[config.mk]
export PLATFORM = sky130hd
export DESIGN_NAME = flow_scheduler
export DESIGN_NICKNAME = d
export VERILOG_FILES = /design/src/rtl/flow_sched_pkg.sv /design/src/rtl/flow_rr_arbiter.sv /design/src/rtl/flow_scheduler.sv
export SDC_FILE = /design/constraint.sdc
export NUM_CORES = 1
export LEC_CHECK = 0
export BUFFER_PORTS_ARGS = -buffer_cell sky130_fd_sc_hd__buf_2
export CORE_ASPECT_RATIO = 0.6
export CORE_MARGIN = 2
export CORE_UTILIZATION = 40
export CTS_CLUSTER_DIAMETER = 30
export DETAILED_ROUTE_END_ITERATION = 8
export PLACE_DENSITY = 0.58
export SLEW_MARGIN = 15
export SYNTH_ARGS = -nofsm -noshare
export SYNTH_HDL_FRONTEND = slang
export SYNTH_SLANG_ARGS = --single-unit
[constraint.sdc]
create_clock -name clk -period 4.5 [get_ports clk]
set_input_delay 0.675 -clock clk [delete_from_list [all_inputs] [get_ports clk]]
set_output_delay 0.675 -clock clk [all_outputs]
set_load 0.01 [all_outputs]
[src/rtl/flow_sched_pkg.sv]
// +----------------------------------------------------------------------+
// | Module   : flow_sched_pkg                                            |
// | Desc     : Shared types and demand-nibble helpers for flow_scheduler |
// | Revision : 1.0                                                       |
// +----------------------------------------------------------------------+
`default_nettype none

package flow_sched_pkg;

    typedef enum logic [1:0] {
        S_IDLE   = 2'd0,
        S_SWITCH = 2'd1,
        S_SERVE  = 2'd2
    } state_t;

    typedef struct packed {
        logic fr2;
        logic fr1;
        logic fr0;
        logic dfr;
    } demand_t;

    localparam int c_NIB_W = 4;

    function automatic logic is_req(input demand_t d);
        return d.fr2 | d.fr1 | d.fr0;
    endfunction

    function automatic logic is_urgent(input demand_t d);
        return d.fr2;
    endfunction

endpackage

`default_nettype wire

[src/rtl/flow_rr_arbiter.sv]
// +----------------------------------------------------------------------+
// | Module   : flow_rr_arbiter                                           |
// | Desc     : Combinational round-robin picker, urgent requests first   |
// | Revision : 1.0                                                       |
// +----------------------------------------------------------------------+
`default_nettype none

module flow_rr_arbiter #(
    parameter int N_CH  = 4,
    parameter int IDX_W = $clog2(N_CH)
) (
    input  logic [N_CH-1:0]  req,
    input  logic [N_CH-1:0]  urgent,
    input  logic [IDX_W-1:0] last,
    output logic             found,
    output logic [IDX_W-1:0] idx
);

    logic [IDX_W-1:0] w_p;
    logic             w_u_found;
    logic             w_r_found;
    logic [IDX_W-1:0] w_u_idx;
    logic [IDX_W-1:0] w_r_idx;

    // Search order is last+1, last+2, ... wrapping, so 'last' itself is checked last.
    always_comb begin
        w_p       = '0;
        w_u_found = 1'b0;
        w_r_found = 1'b0;
        w_u_idx   = '0;
        w_r_idx   = '0;
        for (int k = 1; k <= N_CH; k++) begin
            w_p = IDX_W'((int'(last) + k) % N_CH);
            if (!w_u_found && urgent[w_p]) begin
                w_u_found = 1'b1;
                w_u_idx   = w_p;
            end
            if (!w_r_found && req[w_p]) begin
                w_r_found = 1'b1;
                w_r_idx   = w_p;
            end
        end
        found = w_u_found | w_r_found;
        idx   = w_u_found ? w_u_idx : w_r_idx;
    end

endmodule

`default_nettype wire

[src/rtl/flow_scheduler.sv]
// +----------------------------------------------------------------------+
// | Module   : flow_scheduler                                            |
// | Desc     : Shares one supply pump among N_CH reservoir valves.       |
// |            Define FLOW_SCHED_PREEMPT_EN to let urgent channels       |
// |            preempt a non-urgent one after MIN_DWELL.                 |
// | Revision : 1.0                                                       |
// +----------------------------------------------------------------------+
`default_nettype none

module flow_scheduler
    import flow_sched_pkg::*;
#(
    parameter int N_CH       = 4,
    parameter int SWITCH_CYC = 2,
    parameter int MIN_DWELL  = 8,
    parameter int MAX_DWELL  = 64
) (
    input  logic                     clk,
    input  logic                     reset,
    input  logic                     enable,
    input  logic [4*N_CH-1:0]        demand,
    output logic [N_CH-1:0]          valve_oh,
    output logic [2:0]               pump_fr,
    output logic                     pump_dfr,
    output logic [$clog2(N_CH)-1:0]  grant_id,
    output logic                     busy
);

    localparam int c_IDX_W   = $clog2(N_CH);
    localparam int c_DWELL_W = $clog2(MAX_DWELL + 1);
    localparam logic [c_DWELL_W-1:0] c_DWELL_MAX = c_DWELL_W'(MAX_DWELL);
    localparam logic [c_DWELL_W-1:0] c_DWELL_MIN = c_DWELL_W'(MIN_DWELL);
    localparam logic [3:0]           c_SW_LAST   = 4'(SWITCH_CYC - 1);

    state_t                 r_state, w_next_state;
    logic [c_IDX_W-1:0]     r_grant, w_next_grant;
    logic [c_DWELL_W-1:0]   r_dwell, w_next_dwell;
    logic [3:0]             r_sw_cnt, w_next_sw_cnt;

    demand_t                w_nib [N_CH];
    demand_t                w_gnib;
    logic [N_CH-1:0]        w_req;
    logic [N_CH-1:0]        w_urg;
    logic [N_CH-1:0]        w_gmask;
    logic                   w_arb_found;
    logic [c_IDX_W-1:0]     w_arb_idx;
    logic                   w_min_met;
    logic                   w_release;
    logic                   w_rotate;
    logic                   w_preempt;
    logic                   w_arbitrate;

    generate
        for (genvar i = 0; i < N_CH; i++) begin : g_ch
            assign w_nib[i] = demand_t'(demand[c_NIB_W*i +: c_NIB_W]);
            assign w_req[i] = is_req(w_nib[i]);
            assign w_urg[i] = is_urgent(w_nib[i]);
        end
    endgenerate

    assign w_gmask   = {{(N_CH-1){1'b0}}, 1'b1} << r_grant;
    assign w_gnib    = w_nib[r_grant];
    assign w_min_met = (r_dwell >= c_DWELL_MIN);
    assign w_release = !w_req[r_grant] && w_min_met;
    assign w_rotate  = (r_dwell == c_DWELL_MAX) && (|(w_req & ~w_gmask));

`ifdef FLOW_SCHED_PREEMPT_EN
    logic w_other_urg;
    assign w_other_urg = |(w_urg & ~w_gmask);
    assign w_preempt   = !w_urg[r_grant] && w_other_urg && w_min_met;
`else
    assign w_preempt   = 1'b0;
`endif

    assign w_arbitrate = w_release || w_rotate || w_preempt;

    flow_rr_arbiter #(
        .N_CH  (N_CH),
        .IDX_W (c_IDX_W)
    ) u_arb (
        .req    (w_req),
        .urgent (w_urg),
        .last   (r_grant),
        .found  (w_arb_found),
        .idx    (w_arb_idx)
    );

    always_ff @(posedge clk) begin
        if (reset) begin
            r_state  <= S_IDLE;
            r_grant  <= c_IDX_W'(N_CH - 1);
            r_dwell  <= '0;
            r_sw_cnt <= '0;
        end else begin
            r_state  <= w_next_state;
            r_grant  <= w_next_grant;
            r_dwell  <= w_next_dwell;
            r_sw_cnt <= w_next_sw_cnt;
        end
    end

    always_comb begin
        w_next_state  = r_state;
        w_next_grant  = r_grant;
        w_next_dwell  = '0;
        w_next_sw_cnt = r_sw_cnt;
        valve_oh      = '0;
        pump_fr       = 3'b000;
        pump_dfr      = 1'b0;
        busy          = 1'b0;

        case (r_state)
            S_IDLE: begin
                if (enable && w_arb_found) begin
                    w_next_state  = S_SWITCH;
                    w_next_grant  = w_arb_idx;
                    w_next_sw_cnt = '0;
                end
            end
            S_SWITCH: begin
                valve_oh = w_gmask;
                busy     = 1'b1;
                if (!enable) begin
                    w_next_state = S_IDLE;
                end else if (r_sw_cnt == c_SW_LAST) begin
                    w_next_state = S_SERVE;
                end else begin
                    w_next_sw_cnt = r_sw_cnt + 1'b1;
                end
            end
            S_SERVE: begin
                valve_oh = w_gmask;
                busy     = 1'b1;
                pump_fr  = {w_gnib.fr2, w_gnib.fr1, w_gnib.fr0};
                pump_dfr = w_gnib.dfr;
                if (!enable) begin
                    w_next_state = S_IDLE;
                end else if (w_arbitrate) begin
                    // Re-winning the same channel keeps the valve open; only dwell restarts.
                    if (!w_arb_found) begin
                        w_next_state = S_IDLE;
                    end else if (w_arb_idx != r_grant) begin
                        w_next_state  = S_SWITCH;
                        w_next_grant  = w_arb_idx;
                        w_next_sw_cnt = '0;
                    end
                end else begin
                    w_next_dwell = (r_dwell == c_DWELL_MAX) ? r_dwell : r_dwell + 1'b1;
                end
            end
            default: begin
                w_next_state = S_IDLE;
            end
        endcase
    end

    assign grant_id = r_grant;

endmodule

`default_nettype wire

==> impl_metrics.json, run 1 <==
{
  "wl_per_cell_um": 16.0,
  "p_leak_nw": 0.762,
  "grt_pass1_vias": 1628,
  "fin_nets": 279,
  "post-dp-hpwl_um": 3700,
  "maxCapViolations": 0,
  "htreeDepth": 1,
  "syn_nets": 256,
  "fp-row-count": 18,
  "initial_core_util": 0.427,
  "cts_buffers": 3,
  "clockRootBuffer": "clkbuf_8",
  "synth.distinct_cells": 59,
  "post-cts-setup-buffers": 0,
  "syn_to_final_growth_pct": 12.2,
  "dp_cells": 303,
  "io_pins": 30,
  "critPathMaxFanout": 17,
  "firstDrtPassIters": 4,
  "ys_seq_area_frac": 0.167,
  "m1WireLength_um": 2890,
  "die_w_um": 90.6,
  "max-vdd-ir-drop_uv": 302,
  "grt_max_degree": 36,
  "maxSlewViolCount": 0,
  "core_area_um2": 4210,
  "num-fill-cells": 432,
  "synth_area_per_cell_um2": 8.00,
  "numClockSinks": 15,
  "drt_drc_violations_left": 0,
  "vias": 1870,
  "routed_wl_um": 4910,
  "yosysWarnings": 0,
  "setup_viol": 0,
  "power_density_nw_per_um2": 424,
  "fin_crit_sh": 0.739,
  "cts_tree": "done",
  "multi_input_area_um2": 1400,
  "ys_seq_elements": 15,
  "max-slew-margin-rel": 0.475,
  "top_layer_used": "met4",
  "gp_congestion": 0.831,
  "final_util": 0.480,
  "synth_cells": 225,
  "stdcell_count": 307,
  "synthFlopType": "dfxtp_1",
  "synth_top_area_cell": "dfxtp_1",
  "fp.dieArea_um2": 5070,
  "synth.area.top_cells": "dfxtp_1 17%, ha_1 8.3%, mux4_2 6.3%",
  "rsz0062_at_grt": "no",
  "ctsHoldBuffers": 0,
  "met3_length_um": 324,
  "tightest_slew_ps": 780,
  "met2WireLength_um": 1670,
  "grtUsageTotal": 0.198,
  "synth_edf_count": 0,
  "worst_ep_arrival_time_ps": 3460,
  "cts.clk_slew.worst_paths_ps": 60,
  "finClkSkew_ps": 4.89,
  "seq_area_um2": 300,
  "netlist.area_leader.share": 0.167,
  "drive_gt1_frac": 0.194,
  "status": "complete, no violations",
  "drtIter0Drc": 206,
  "crit_type": "reg2reg",
  "setup_tns_ps": 0,
  "period_minus_slack_ps": 3330,
  "clock_path_buffers": 2,
  "finalHoldViolCount": 0,
  "max_freq_mhz": 301,
  "netlist_area_um2": 1800,
  "startpoint_type": "register",
  "portBuffers": 29,
  "clkLatencyLatePin_ps": 250,
  "overflow": 0,
  "ant_nets": 0,
  "post_cts_resized": 0,
  "end_kind": "register",
  "required_ps": 4630,
  "die_y_um": 56.0,
  "insertedDiodeCount": 0,
  "hold_class": "reg2reg",
  "viasPerCell": 6.09,
  "grt_first_pass_wirelength_um": 8180,
  "antenna_found_initial": 0,
  "ys_async_sr_fraction": 0
}
[cells by family (layout without fill, tap and decap cells)]
family / Yosys count / in the layout / share of synthesized area
XOR/XNOR: 6 / 6 / 0.0292
multiplexers: 11 / 11 / 0.105
AND/OR/NAND/NOR: 100 / 100 / 0.324
adder cells (fa/ha/maj): 12 / 12 / 0.0834
flip-flops: 15 / 15 / 0.167
AO/OA/AOI/OAI: 58 / 58 / 0.237
buffers and inverters: 23 / 45 / 0.0542
[critical path, cell delays in order (launching register included)]
cell	delay (ps)
dfxtp_1	340
inv_2	110
ha_1	640
mux2i_1	280
o22ai_1	120
or3_1	370
o22ai_1	300
nor3_1	140
o311a_1	330
or2_1	260
a311o_1	320
[path summary, 6_finish.rpt]
check,from,end,slack (ps),depth (start not counted)
setup reg to reg,grant_id[1],grant_id[1],1170,10
setup / recovery,grant_id[1],grant_id[1],1170,10
hold / removal,r_sw_cnt[1],r_sw_cnt[1],510,2
hold reg to reg,r_sw_cnt[1],r_sw_cnt[1],510,2
[power breakdown]
part           internal, mW  switching, mW
Clock                0.0628         0.0482
Sequential            0.148         0.0135
Combinational         0.245          0.340
Total                 0.455          0.402
[sequential cells by signal, summed over array words and instances (netlist names)]
signal    cells
r_dwell       7
r_sw_cnt      4
grant_id      2
r_state       2
[through the flow]
step           hold WS, ps  setup WS [ps]  power, mW  cell area [um^2]
2_1_floorplan          456           1160      0.610              1800
3_3_place_gp           497           1110      0.742              1970
3_5_place_dp           497           1110      0.734              1970
4_1_cts                501           1230      0.851              2020
5_1_grt                536            952      0.925              2020
6_report               507           1170      0.857              2020
[cells in the final DEF, fill, tap and decap left out, types with 3 or more instances in the layout]
master,count
nor2_1,14
o211ai_1,6
dfxtp_1,15
nor4b_1,3
ha_1,12
o21ai_0,10
nand2_1,15
inv_1,8
nor4_1,6
a211o_1,5
xnor2_1,4
a31oi_1,3
nand3_1,7
o22ai_1,4
a21oi_1,6
or4_1,3
or3_1,9
mux4_2,5
mux2i_1,5
and2_1,9
buf_2,29
nand3b_1,5
nor3_1,12
clkbuf_8,3
[cells in the mapped netlist, types with 2 or more instances]
cell type	count
a211o_1	5
a21oi_1	6
a311o_1	2
a31oi_1	3
a32oi_1	2
and2_1	9
and3_1	2
buf_2	3
clkbuf_1	8
dfxtp_1	15
ha_1	12
inv_1	8
mux2i_1	5
mux4_2	5
nand2_1	15
nand3_1	7
nand3b_1	5
nand4_1	2
nand4b_1	2
nor2_1	14
nor3_1	12
nor3b_1	2
nor4_1	6
nor4b_1	3
o2111ai_1	2
o211ai_1	6
o21ai_0	10
o21ai_1	2
o21bai_1	2
o22ai_1	4
o311a_1	2
o41ai_1	2
or3_1	9
or3b_2	2
or4_1	3
xnor2_1	4
xor2_1	2
[area by class of cell]
type,instances,share of cell area
inverter,10,0.0186
clock buffer,4,0.0223
multi-input combinational,187,0.694
timing repair buffer,31,0.0793
tap,60,0.0372
sequential,15,0.149
[metal layers]
layer | GRT usage | vias up
li1 | - | 927
met1 | 0.342 | 873
met2 | 0.222 | 66
met3 | 0.0488 | 4
met4 | 0.0527 | 0
met5 | 0 | -
Power figures use the tool's default switching activity.
==> inputs of run 2 (changes only) <==
--- a/config.mk
+++ b/config.mk
@@ -11,7 +11,7 @@
 export CORE_UTILIZATION = 40
 export CTS_CLUSTER_DIAMETER = 30
 export DETAILED_ROUTE_END_ITERATION = 8
-export PLACE_DENSITY = 0.58
+export PLACE_DENSITY = 0.6
 export SLEW_MARGIN = 15
 export SYNTH_ARGS = -nofsm -noshare
 export SYNTH_HDL_FRONTEND = slang
==> constraint.sdc (replaced) <==
create_clock -name clk -period 2.96 [get_ports clk]
set_input_delay 0.444 -clock clk [delete_from_list [all_inputs] [get_ports clk]]
set_output_delay 0.444 -clock clk [all_outputs]
set_load 0.01 [all_outputs]
==> run 2 against run 1 <==
Sequential power is 58% higher. Combinational power grew 70%. Clock power rose by 49%. Count of clock-buffer cells in the layout did not move. Core utilization increased by 3.8 points. Non-clock buffer count up 14. Routed wire length up 0.57%. Sequential share of layout area is 0.87 points lower. Critical path type unchanged. Largest power group unchanged. Highest routed layer is now met3.
==> impl_metrics.json, run 2 (same netlist as run 1, synthesis figures left out) <==
{
  "status": "complete, no violations",
  "die_w_um": 90.6,
  "drtIter0Drc": 252,
  "fin_ws_ps": 133,
  "io_pins": 30,
  "fp.dieArea_um2": 5070,
  "max-slew-margin-rel": 0.667,
  "drt_drc_violations_left": 0,
  "startpoint_type": "register",
  "final_util": 0.518,
  "grt_max_degree": 23,
  "gp_congestion": 0.827,
  "routed_wl_um": 4940,
  "cpPeakStageDelay_ps": 380,
  "vias": 1925,
  "critical_path_buf_inv_count": 2,
  "hold_class": "reg2reg",
  "clock_path_buffers": 2,
  "max-vdd-ir-drop_uv": 416,
  "clockRootBuffer": "clkbuf_8",
  "initial_core_util": 0.427,
  "post-dp-hpwl_um": 3860,
  "critPathSlowestCell": "dfxtp_4",
  "required_ps": 3090,
  "cts.clk_slew.worst_paths_ps": 60,
  "firstDrtPassIters": 4,
  "finClkSkew_ps": 2.61,
  "end_kind": "register",
  "fin_nets": 293,
  "grtUsageTotal": 0.199,
  "critical_path.top_delay_family": "compound AO/OA/AOI/OAI gates",
  "largest-register": "r_dwell",
  "htreeDepth": 1,
  "numClockSinks": 15,
  "fp-row-count": 18,
  "syn_to_final_growth_pct": 21.2,
  "core_area_um2": 4210,
  "maxSlewViolCount": 0,
  "insertedDiodeCount": 0,
  "setup_viol": 0,
  "crit_chain": "inv_4 -> ha_4 -> buf_4 -> and2_1 -> a211o_1 -> a21boi_2 -> o22ai_4 -> o2bb2ai_1 -> o311a_1 -> or2_1 -> a311o_1",
  "viasPerCell": 6.00,
  "grt_first_pass_wirelength_um": 8440,
  "period_minus_slack_ps": 2830,
  "reg.largest.list": "r_dwell x7, r_sw_cnt x4",
  "ant_nets": 0,
  "antenna_found_initial": 0,
  "max_freq_mhz": 354,
  "finalHoldViolCount": 0,
  "portBuffers": 29,
  "drive_gt1_frac": 0.272,
  "p_leak_nw": 0.837,
  "wl_per_cell_um": 15.4,
  "largest_reg_flops": 7,
  "cts_tree": "done",
  "clkLatencyLatePin_ps": 250,
  "grt_pass1_vias": 1701,
  "crit_type": "reg2reg",
  "power_density_nw_per_um2": 648,
  "final_common_cell": "buf_2",
  "overflow": 0,
  "tightest_slew_ps": 495,
  "maxCapViolations": 0,
  "layout_common_cells": "29 x buf_2, 15 x nand2_1, 15 x buf_4",
  "cts_buffers": 3,
  "fin_crit_sh": 0.955,
  "die_y_um": 56.0,
  "worst_ep_arrival_time_ps": 2960,
  "critPathMaxFanout": 11,
  "num-fill-cells": 425,
  "pre_cts_ws_ps": 101
}
==> run 2: routing by layer <==
metal	routed length [um]	vias to the layer above	share of wire	track usage
met3	323	0	0.065	0.0393
met5	0	-	0	0
li1	-	954	-	-
met1	2760	901	0.56	0.339
met4	0	0	0	0.0132
met2	1860	70	0.38	0.255
==> run 2: layout make-up <==
class | instances | area (um^2) | area share
clock buffers | 4 | 45.0 | 0.0207
inverters | 10 | 40.0 | 0.0184
multi-input cells | 187 | 1450 | 0.663
flip-flops and latches | 15 | 305 | 0.140
well taps | 60 | 75.1 | 0.0344
repair buffers | 45 | 269 | 0.123
==> run 2: per-stage QoR <==
step | cells | power (mW) | hold WS (ps) | cell area [um^2] | setup TNS, ps
after detailed placement | 317 | 1.21 | 489 | 2110 | 0
after global routing | 321 | 1.53 | 503 | 2180 | -1.95
after floorplan | 225 | 0.984 | 456 | 1850 | 0
final | 321 | 1.41 | 488 | 2180 | 0
after CTS | 321 | 1.39 | 477 | 2160 | 0
after global placement | 317 | 1.22 | 483 | 2110 | 0
==> run 2: final timing paths <==
| kind | startpoint | end | slack, ps | cells after the start |
|---|---|---|---|---|
| setup / recovery | grant_id[0] | grant_id[1] | 130 | 11 |
| hold / removal | r_sw_cnt[3] | r_sw_cnt[3] | 490 | 2 |
| setup reg to reg | grant_id[0] | grant_id[1] | 130 | 11 |
| hold reg to reg | r_sw_cnt[3] | r_sw_cnt[3] | 490 | 2 |
==> run 2: power by group <==
group,total [mW],internal (mW),switching (mW)
Clock,0.165,0.0953,0.0697
Sequential,0.255,0.228,0.0274
Combinational,0.994,0.445,0.549
Total,1.41,0.768,0.646
==> run 2: worst register-to-register path, cell delays in order (launching register included) <==
cell,delay [ps]
dfxtp_4,380
inv_4,50
ha_4,260
buf_4,180
and2_1,170
a211o_1,310
a21boi_2,190
o22ai_4,110
o2bb2ai_1,170
o311a_1,370
or2_1,230
a311o_1,270
==> run 2: repair_timing <==
action,CTS,global route
setup endpoints to repair,0,3
gates resized for setup,0,5
hold buffers,0,0
setup buffers,0,0
